==> src/rtl/cpu_pkg.sv <==
// -----------------------------------------------------------------------------
// cpu_pkg
//   Shared definitions for the AVR-subset core sequencer:
//   - external phase codes seen by the control decoder (estado)
//   - internal sequencer state encoding
//   - default execute-index width
//   - phase_of(): maps an internal state onto the external phase code
// -----------------------------------------------------------------------------
package cpu_pkg;

    localparam int EXW_DEF = 2;

    localparam logic [1:0] PH_FETCH   = 2'b00;
    localparam logic [1:0] PH_DECODE  = 2'b01;
    localparam logic [1:0] PH_EXECUTE = 2'b10;
    localparam logic [1:0] PH_WRITEB  = 2'b11;

    typedef enum logic [2:0] {
        ST_FETCH  = 3'd0,
        ST_DECODE = 3'd1,
        ST_EXEC   = 3'd2,
        ST_WRITEB = 3'd3,
        ST_IRQ    = 3'd4,
        ST_SLEEP  = 3'd5
    } seq_state_e;

    // IRQ entry reuses the EXECUTE phase (PC push goes through the ALU/stack
    // path); SLEEP shows FETCH so the decoder raises no strobes.
    function automatic logic [1:0] phase_of(input seq_state_e s);
        logic [1:0] ph;
        case (s)
            ST_FETCH:  ph = PH_FETCH;
            ST_DECODE: ph = PH_DECODE;
            ST_EXEC:   ph = PH_EXECUTE;
            ST_WRITEB: ph = PH_WRITEB;
            ST_IRQ:    ph = PH_EXECUTE;
            ST_SLEEP:  ph = PH_FETCH;
            default:   ph = PH_FETCH;
        endcase
        return ph;
    endfunction

endpackage

==> src/rtl/cpu_sequencer_wait_ctr.sv <==
// -----------------------------------------------------------------------------
// seq_wait_ctr
//   DataMem wait-state counter with timeout for the cycle sequencer.
//   Counts cycles spent waiting for mem_ready in the last execute cycle and
//   saturates at MEM_TMO; tmo flags that the wait budget is exhausted.
// Ports:
//   CLK   in  core clock
//   RST   in  synchronous active-low reset
//   hold  in  freeze the counter this cycle (stall)
//   step  in  1 = another wait cycle is being spent; 0 = clear the counter
//   tmo   out counter has reached MEM_TMO
// -----------------------------------------------------------------------------
module seq_wait_ctr
    import cpu_pkg::*;
#(
    parameter int MEM_TMO = 15
) (
    input  logic CLK,
    input  logic RST,
    input  logic hold,
    input  logic step,
    output logic tmo
);

    logic [3:0] wait_q;
    logic [3:0] wait_d;

    assign tmo = (wait_q >= 4'(MEM_TMO));

    always_comb begin
        wait_d = wait_q;
        if (!step) begin
            wait_d = '0;
        end else if (!tmo) begin
            wait_d = wait_q + 4'd1;
        end
    end

    always_ff @(posedge CLK) begin
        if (!RST) begin
            wait_q <= '0;
        end else if (!hold) begin
            wait_q <= wait_d;
        end
    end

endmodule

==> src/rtl/cpu_sequencer.sv <==
// -----------------------------------------------------------------------------
// cpu_sequencer
//   Cycle sequencer for the AVR-subset core. Produces the 2-bit phase code
//   (estado) consumed by the control decoder, plus execute index, IRQ entry,
//   SLEEP and completion indications. Handles multi-cycle execute, DataMem
//   wait states with timeout, stalls, SLEEP and interrupt entry.
// Ports:
//   CLK, RST     clock, synchronous active-low reset
//   run          sequencing enable (0 = return to/hold FETCH)
//   stall        freeze state and counters this cycle, suppress pulses
//   ex_len       execute cycles minus 1        (sampled in DECODE)
//   mem_req      DataMem access in last execute (sampled in DECODE)
//   mem_ready    DataMem access complete
//   wb_skip      no write-back phase            (sampled in DECODE)
//   sleep_req    SLEEP instruction              (sampled in DECODE)
//   irq, irq_en  level interrupt request and global enable
//   estado       phase code 00 FETCH 01 DECODE 10 EXECUTE 11 WRITEB
//   ex_idx       execute cycle index (0 outside EXEC)
//   irq_cycle    IRQ entry in progress
//   irq_ack      pulse on last IRQ entry cycle
//   instr_done   pulse on last cycle of each instruction
//   sleeping     SLEEP state
//   mem_err      sticky DataMem timeout flag
// -----------------------------------------------------------------------------
module cpu_sequencer
    import cpu_pkg::*;
#(
    parameter int EXW     = EXW_DEF,
    parameter int MEM_TMO = 15,
    parameter int IRQ_CYC = 2
) (
    input  logic           CLK,
    input  logic           RST,
    input  logic           run,
    input  logic           stall,
    input  logic [EXW-1:0] ex_len,
    input  logic           mem_req,
    input  logic           mem_ready,
    input  logic           wb_skip,
    input  logic           sleep_req,
    input  logic           irq,
    input  logic           irq_en,
    output logic [1:0]     estado,
    output logic [EXW-1:0] ex_idx,
    output logic           irq_cycle,
    output logic           irq_ack,
    output logic           instr_done,
    output logic           sleeping,
    output logic           mem_err
);

    localparam int IRQ_W = (IRQ_CYC > 1) ? $clog2(IRQ_CYC) : 1;

    seq_state_e     state_q,   state_d;
    logic [EXW-1:0] ex_idx_q,  ex_idx_d;
    logic [EXW-1:0] ex_len_q,  ex_len_d;
    logic           mem_req_q, mem_req_d;
    logic           wb_skip_q, wb_skip_d;
    logic           sleep_q,   sleep_d;
    logic [IRQ_W-1:0] irq_cnt_q, irq_cnt_d;
    logic           mem_err_q, mem_err_d;

    logic       ex_last;
    logic       in_mem_wait;
    logic       tmo;
    logic       mem_done;
    logic       exec_end;
    logic       instr_end;
    logic       irq_take;
    logic       irq_last;
    logic       wait_step;
    seq_state_e boundary_next;

    seq_wait_ctr #(
        .MEM_TMO (MEM_TMO)
    ) u_wait_ctr (
        .CLK  (CLK),
        .RST  (RST),
        .hold (stall),
        .step (wait_step),
        .tmo  (tmo)
    );

    always_comb begin
        ex_last     = (ex_idx_q == ex_len_q);
        in_mem_wait = (state_q == ST_EXEC) && ex_last && mem_req_q;
        // Timeout releases the access exactly as if mem_ready had arrived.
        mem_done    = !mem_req_q || mem_ready || tmo;
        exec_end    = (state_q == ST_EXEC) && ex_last && mem_done;
        instr_end   = (state_q == ST_WRITEB) || (exec_end && wb_skip_q);
        irq_take    = irq && irq_en;
        irq_last    = (state_q == ST_IRQ) && (irq_cnt_q == IRQ_W'(IRQ_CYC - 1));
        // Counter only advances while genuinely waiting; any other cycle clears it.
        wait_step   = in_mem_wait && !mem_done && run;

        // Interrupt entry takes priority over a pending SLEEP.
        if (irq_take) begin
            boundary_next = ST_IRQ;
        end else if (sleep_q) begin
            boundary_next = ST_SLEEP;
        end else begin
            boundary_next = ST_FETCH;
        end
    end

    always_comb begin
        state_d   = state_q;
        ex_idx_d  = ex_idx_q;
        ex_len_d  = ex_len_q;
        mem_req_d = mem_req_q;
        wb_skip_d = wb_skip_q;
        sleep_d   = sleep_q;
        irq_cnt_d = irq_cnt_q;
        mem_err_d = mem_err_q;

        // Dropping run abandons the instruction, but an IRQ entry already
        // under way must finish its stack push.
        if (!run && (state_q != ST_IRQ)) begin
            state_d  = ST_FETCH;
            ex_idx_d = '0;
        end else begin
            case (state_q)
                ST_FETCH: begin
                    state_d = ST_DECODE;
                end
                ST_DECODE: begin
                    ex_len_d  = ex_len;
                    mem_req_d = mem_req;
                    wb_skip_d = wb_skip;
                    sleep_d   = sleep_req;
                    ex_idx_d  = '0;
                    state_d   = ST_EXEC;
                end
                ST_EXEC: begin
                    if (!ex_last) begin
                        ex_idx_d = ex_idx_q + EXW'(1);
                    end else if (mem_done) begin
                        ex_idx_d = '0;
                        state_d  = wb_skip_q ? boundary_next : ST_WRITEB;
                        if (mem_req_q && !mem_ready && tmo) begin
                            mem_err_d = 1'b1;
                        end
                    end
                end
                ST_WRITEB: begin
                    state_d = boundary_next;
                end
                ST_IRQ: begin
                    if (irq_last) begin
                        irq_cnt_d = '0;
                        state_d   = ST_FETCH;
                    end else begin
                        irq_cnt_d = irq_cnt_q + IRQ_W'(1);
                    end
                end
                ST_SLEEP: begin
                    if (irq_take) begin
                        state_d = ST_IRQ;
                    end
                end
                default: begin
                    state_d = ST_FETCH;
                end
            endcase
        end
    end

    // Stall freezes every register; reset overrides stall.
    always_ff @(posedge CLK) begin
        if (!RST) begin
            state_q   <= ST_FETCH;
            ex_idx_q  <= '0;
            ex_len_q  <= '0;
            mem_req_q <= 1'b0;
            wb_skip_q <= 1'b0;
            sleep_q   <= 1'b0;
            irq_cnt_q <= '0;
            mem_err_q <= 1'b0;
        end else if (!stall) begin
            state_q   <= state_d;
            ex_idx_q  <= ex_idx_d;
            ex_len_q  <= ex_len_d;
            mem_req_q <= mem_req_d;
            wb_skip_q <= wb_skip_d;
            sleep_q   <= sleep_d;
            irq_cnt_q <= irq_cnt_d;
            mem_err_q <= mem_err_d;
        end
    end

    assign estado     = phase_of(state_q);
    assign ex_idx     = ex_idx_q;
    assign irq_cycle  = (state_q == ST_IRQ);
    assign sleeping   = (state_q == ST_SLEEP);
    assign mem_err    = mem_err_q;
    assign instr_done = instr_end && !stall;
    assign irq_ack    = irq_last && !stall;

endmodule
==> config.mk <==
export PLATFORM = sky130hd
export DESIGN_NAME = cpu_sequencer
export DESIGN_NICKNAME = d
export VERILOG_FILES = /design/src/rtl/cpu_pkg.sv /design/src/rtl/cpu_sequencer_wait_ctr.sv /design/src/rtl/cpu_sequencer.sv
export SDC_FILE = /design/constraint.sdc
export NUM_CORES = 1
export LEC_CHECK = 0
export CAP_MARGIN = 25
export CORE_MARGIN = 1
export CORE_UTILIZATION = 48
export CTS_BUF_LIST = sky130_fd_sc_hd__clkbuf_8 sky130_fd_sc_hd__clkbuf_16
export DETAILED_ROUTE_END_ITERATION = 6
export GPL_TIMING_DRIVEN = 0
export PLACE_DENSITY = 0.84
export SETUP_SLACK_MARGIN = 0.1
export SKIP_LAST_GASP = 1
export SLEW_MARGIN = 40
export SYNTH_ARGS = -nofsm -noshare
export SYNTH_HDL_FRONTEND = slang
export SYNTH_SLANG_ARGS = --single-unit
==> constraint.sdc <==
create_clock -name CLK -period 1.9 [get_ports CLK]
set_clock_uncertainty 0.05 [all_clocks]
set_input_delay 0.285 -clock CLK [delete_from_list [all_inputs] [get_ports CLK]]
set_output_delay 0.285 -clock CLK [all_outputs]
set_load 0.005 [all_outputs]
==> qor.csv <==
stage,metric,value,unit
run_status,status,"finished, violations left",
run_status,violated checks,setup timing,
logic_synthesis,"area leader, netlist",dfxtp_1,
clocking,CTS tree,done,
logic_synthesis,Synth top cells by count,"dfxtp_1 (16), nor2b_1 (11), mux2i_1 (7), nand2_1 (7), o21ai_0 (6)",
layout,final-layout fill cell count,125,
setup_path,flop2flop setup slack,0.06,ns
floorplan,Die X,46.04,microns
logic_synthesis,sequential share of the synthesized area,34.41,%
power_and_ir_drop,Final Total Pwr,0.7332,mW
layout,final cell count without fillers,166,
clocking,Max clock buf depth,2,
sta,f_max,520.8,MHz
detailed_routing,Vias,993,
clocking,cts hold-fix bufs,0,
min_path,Tightest Hold Check Type,reg2reg,
global_route,pin count of the biggest net entering global routing,11,
logic_synthesis,most frequent cell after synthesis,dfxtp_1,
floorplan,die area,2120,sq um
logic_synthesis,Netlist Area Pre-Place,930.9,sq um
floorplan,initial core utilization,52.77,%
placed_design,dpl cells,153,
logic_synthesis,Yosys top cell area share,34.41,%
global_route,first-pass GRT wire length,3.774,mm
clocking,clock slew at reported path FFs,0.06,ns
detailed_routing,Iteration-0 DRC Markers,27,
logic_synthesis,syn avg cell area,8.619,sq um
global_route,GRT Overall Usage,24.84,%
placed_design,routability cong.,0.8002,
floorplan,I/O pin count,21,
setup_path,RR Endpoint,state_q[2],
setup_path,startpoint types,register,
logic_synthesis,"top cells by area, synth","dfxtp_1 (34%), mux2i_1 (7.5%), nor2b_1 (7.4%), o21ai_0 (3.2%), o211ai_1 (3.2%)",
clocking,H-tree levels,1,
logic_synthesis,cells after synthesis,108,
floorplan,Core Area,1764,sq um
detailed_routing,first-pass iteration count of the detailed router,4,
setup_path,"Cell Chain, Critical Path",ha_4 -> nand3_2 -> a311oi_2 -> a21oi_1 -> nor3_1 -> clkbuf_2,
sta,worst slew pin tran,0.5682,ns
sta,min Tclk post-route,1.920,ns
detailed_routing,Antenna Violating Nets Remaining,0,
job,# Max-Cap Violations,0,
detailed_routing,detailed-route DRC error count,0,
floorplan,Cell Rows,15,
power_and_ir_drop,Flop pwr share,46.6,%
sta,Max-slew headroom,61.95,%
layout,multi-input logic area,660.6,sq um
logic_synthesis,syn_nets,121,
logic_synthesis,"EDFF count, synth",0,
sta,Fin Hold WS,0.4310,ns
setup_path,cells on worst reg2reg path,8,
clocking,CTS buffer count,3,
layout,register area,329.1,sq um
power_and_ir_drop,PD cells,528.4,nW/um^2
setup_path,R2R Path Start,u_wait_ctr.wait_q[1],
logic_synthesis,Synth Register Bits,16,
power_and_ir_drop,Comb pwr share,12.7,%
detailed_routing,WL final,2.698,mm
power_and_ir_drop,Int Pwr,0.5731,mW
logic_synthesis,async set or reset register ratio after synthesis,0,%
placed_design,I/O Buffers,20,
clocking,clock root cell,clkbuf_8,
setup_path,Crit path largest cell delay,0.35,ns
logic_synthesis,YS warnings,0,
sta,final setup fails,1,
setup_path,CP max FO,2,
layout,Area Growth Syn to Fin,49.06,%
power_and_ir_drop,Sw Ratio,21.83,%
setup_path,Worst Path Required,1.56,ns
layout,share of cells above drive strength 1,26.95,%
power_and_ir_drop,Switch Pwr,0.1601,mW
global_route,vias in the first global route,889,
layout,Final #Nets,155,
setup_path,Crit. End Element,output port,
setup_path,Setup crit start,u_wait_ctr.wait_q[1],
clocking,clk_lat worst skew,0.25,ns
power_and_ir_drop,Clock Power Share,40.7,%
layout,Diodes inserted,0,
clocking,Sink Count,16,
setup_path,critical path class,reg2out,
setup_path,"Max stage delay cell, worst path",dfxtp_2,
sta,Pins Over Slew Limit,0,
logic_synthesis,top_reg_cell synth,dfxtp_1,
sta,Final WS setup,-0.02011,ns
setup_path,Setup crit end,instr_done,
global_route,antenna violations before repair,0,
setup_path,Worst Path Arrival,1.59,ns
floorplan,height of the chip,46.04,microns
power_and_ir_drop,leak pwr,0.5439,nW
sta,setup TNS,-0.02011,ns
sta,RSZ-0062 raised after global routing,true,
sta,Final Hold Viols,0,
sta,fin crit share,101.1,%
detailed_routing,via-per-instance ratio,5.982,
global_route,GRT overflow,0,
detailed_routing,post-DR wirelength/cell,16.25,microns
logic_synthesis,Synth cell types,39,
placed_design,hpwl dp,1.559,mm
power_and_ir_drop,Max rail drop VDD,0.4426,mV
[per-layer routing]
metal / vias to the layer above / wire (microns) / global-route usage, %
met4: 0 / 47 / 9.412
met3: 8 / 148 / 4.365
li1: 468 / - / -
met1: 471 / 1117 / 30.77
met2: 46 / 1384 / 42.25
met5: - / 0 / 0
[cell type report]
type | count | area share [%]
Clock buffer | 4 | 3.968
Timing Repair Buffer | 29 | 18.94
Sequential cell | 16 | 23.72
Buffer | 5 | 2.705
Inverter | 3 | 0.8115
Multi-Input combinational cell | 84 | 47.61
Tap cell | 25 | 2.254
[power by group through the flow]
stage / logic [mW] / clock network, mW / registers [mW]
finish: 0.0933 / 0.299 / 0.341
global route: 0.0988 / 0.319 / 0.341
CTS: 0.0868 / 0.303 / 0.342
detailed placement: 0.0774 / 0 / 0.348
global placement: 0.0761 / 0 / 0.348
floorplan: 0.0394 / 0 / 0.348
[layout by cell type (no fill, tap or decap), types with 4 or more instances in the layout]
cell              n
dfxtp_1          11
dfxtp_2           4
o211ai_1          4
mux2i_1           7
clkdlybuf4s50_1  14
nand2_1           7
nor2b_1          11
clkbuf_8          5
buf_4             9
o21ai_0           6
[critical path: cells and delay by family, from the launching register on]
kind	cells	cell delay, ns
simple gates	2	0.24
fa+ha+maj	1	0.14
compound gates	2	0.45
buf+inv	1	0.14
flops	1	0.35
[per-stage QoR]
step                      worst slack [ns]  cell area, sq um  util [%]
after floorplan                     0.1686             930.9         -
after global placement             -0.3913              1162     65.89
after detailed placement           -0.3872              1162     65.89
after CTS                         -0.05916              1326     75.18
after global routing              -0.09520              1388     78.65
final                             -0.02011              1388     78.65
[logic make-up after synthesis]
family | Yosys count | synth area share (%)
compound gates | 25 | 18.28
buf+inv | 8 | 3.629
simple gates | 49 | 32.93
mux | 7 | 7.527
fa+ha+maj | 1 | 1.344
flops | 16 | 34.41
xor+xnor | 2 | 1.882
[state kept, by name, summed over array words and instances, names as in the netlist]
| signal | count |
|---|---|
| irq_cnt_q | 1 |
| u_wait_ctr.wait_q | 4 |
| ex_len_q | 2 |
| state_q | 3 |
| sleep_q | 1 |
| mem_err | 1 |
| wb_skip_q | 1 |
| mem_req_q | 1 |
| ex_idx | 2 |
[worst min path at each step]
| stage | startpoint | end | cells after the start |
|---|---|---|---|
| finish | mem_err | mem_err | 1 |
| global route | mem_err | mem_err | 1 |
| CTS | mem_err | mem_err | 1 |
| detailed placement | mem_err | mem_err | 1 |
| global placement | mem_err | mem_err | 1 |
| floorplan | ex_len[0] | ex_len_q[0] | 2 |
[repair_timing]
item,CTS,global route
pin swaps,5,10
gates resized for setup,24,12
setup endpoints to repair,19,11
buffers inserted,7,2
(Power assumes the default switching activity.)
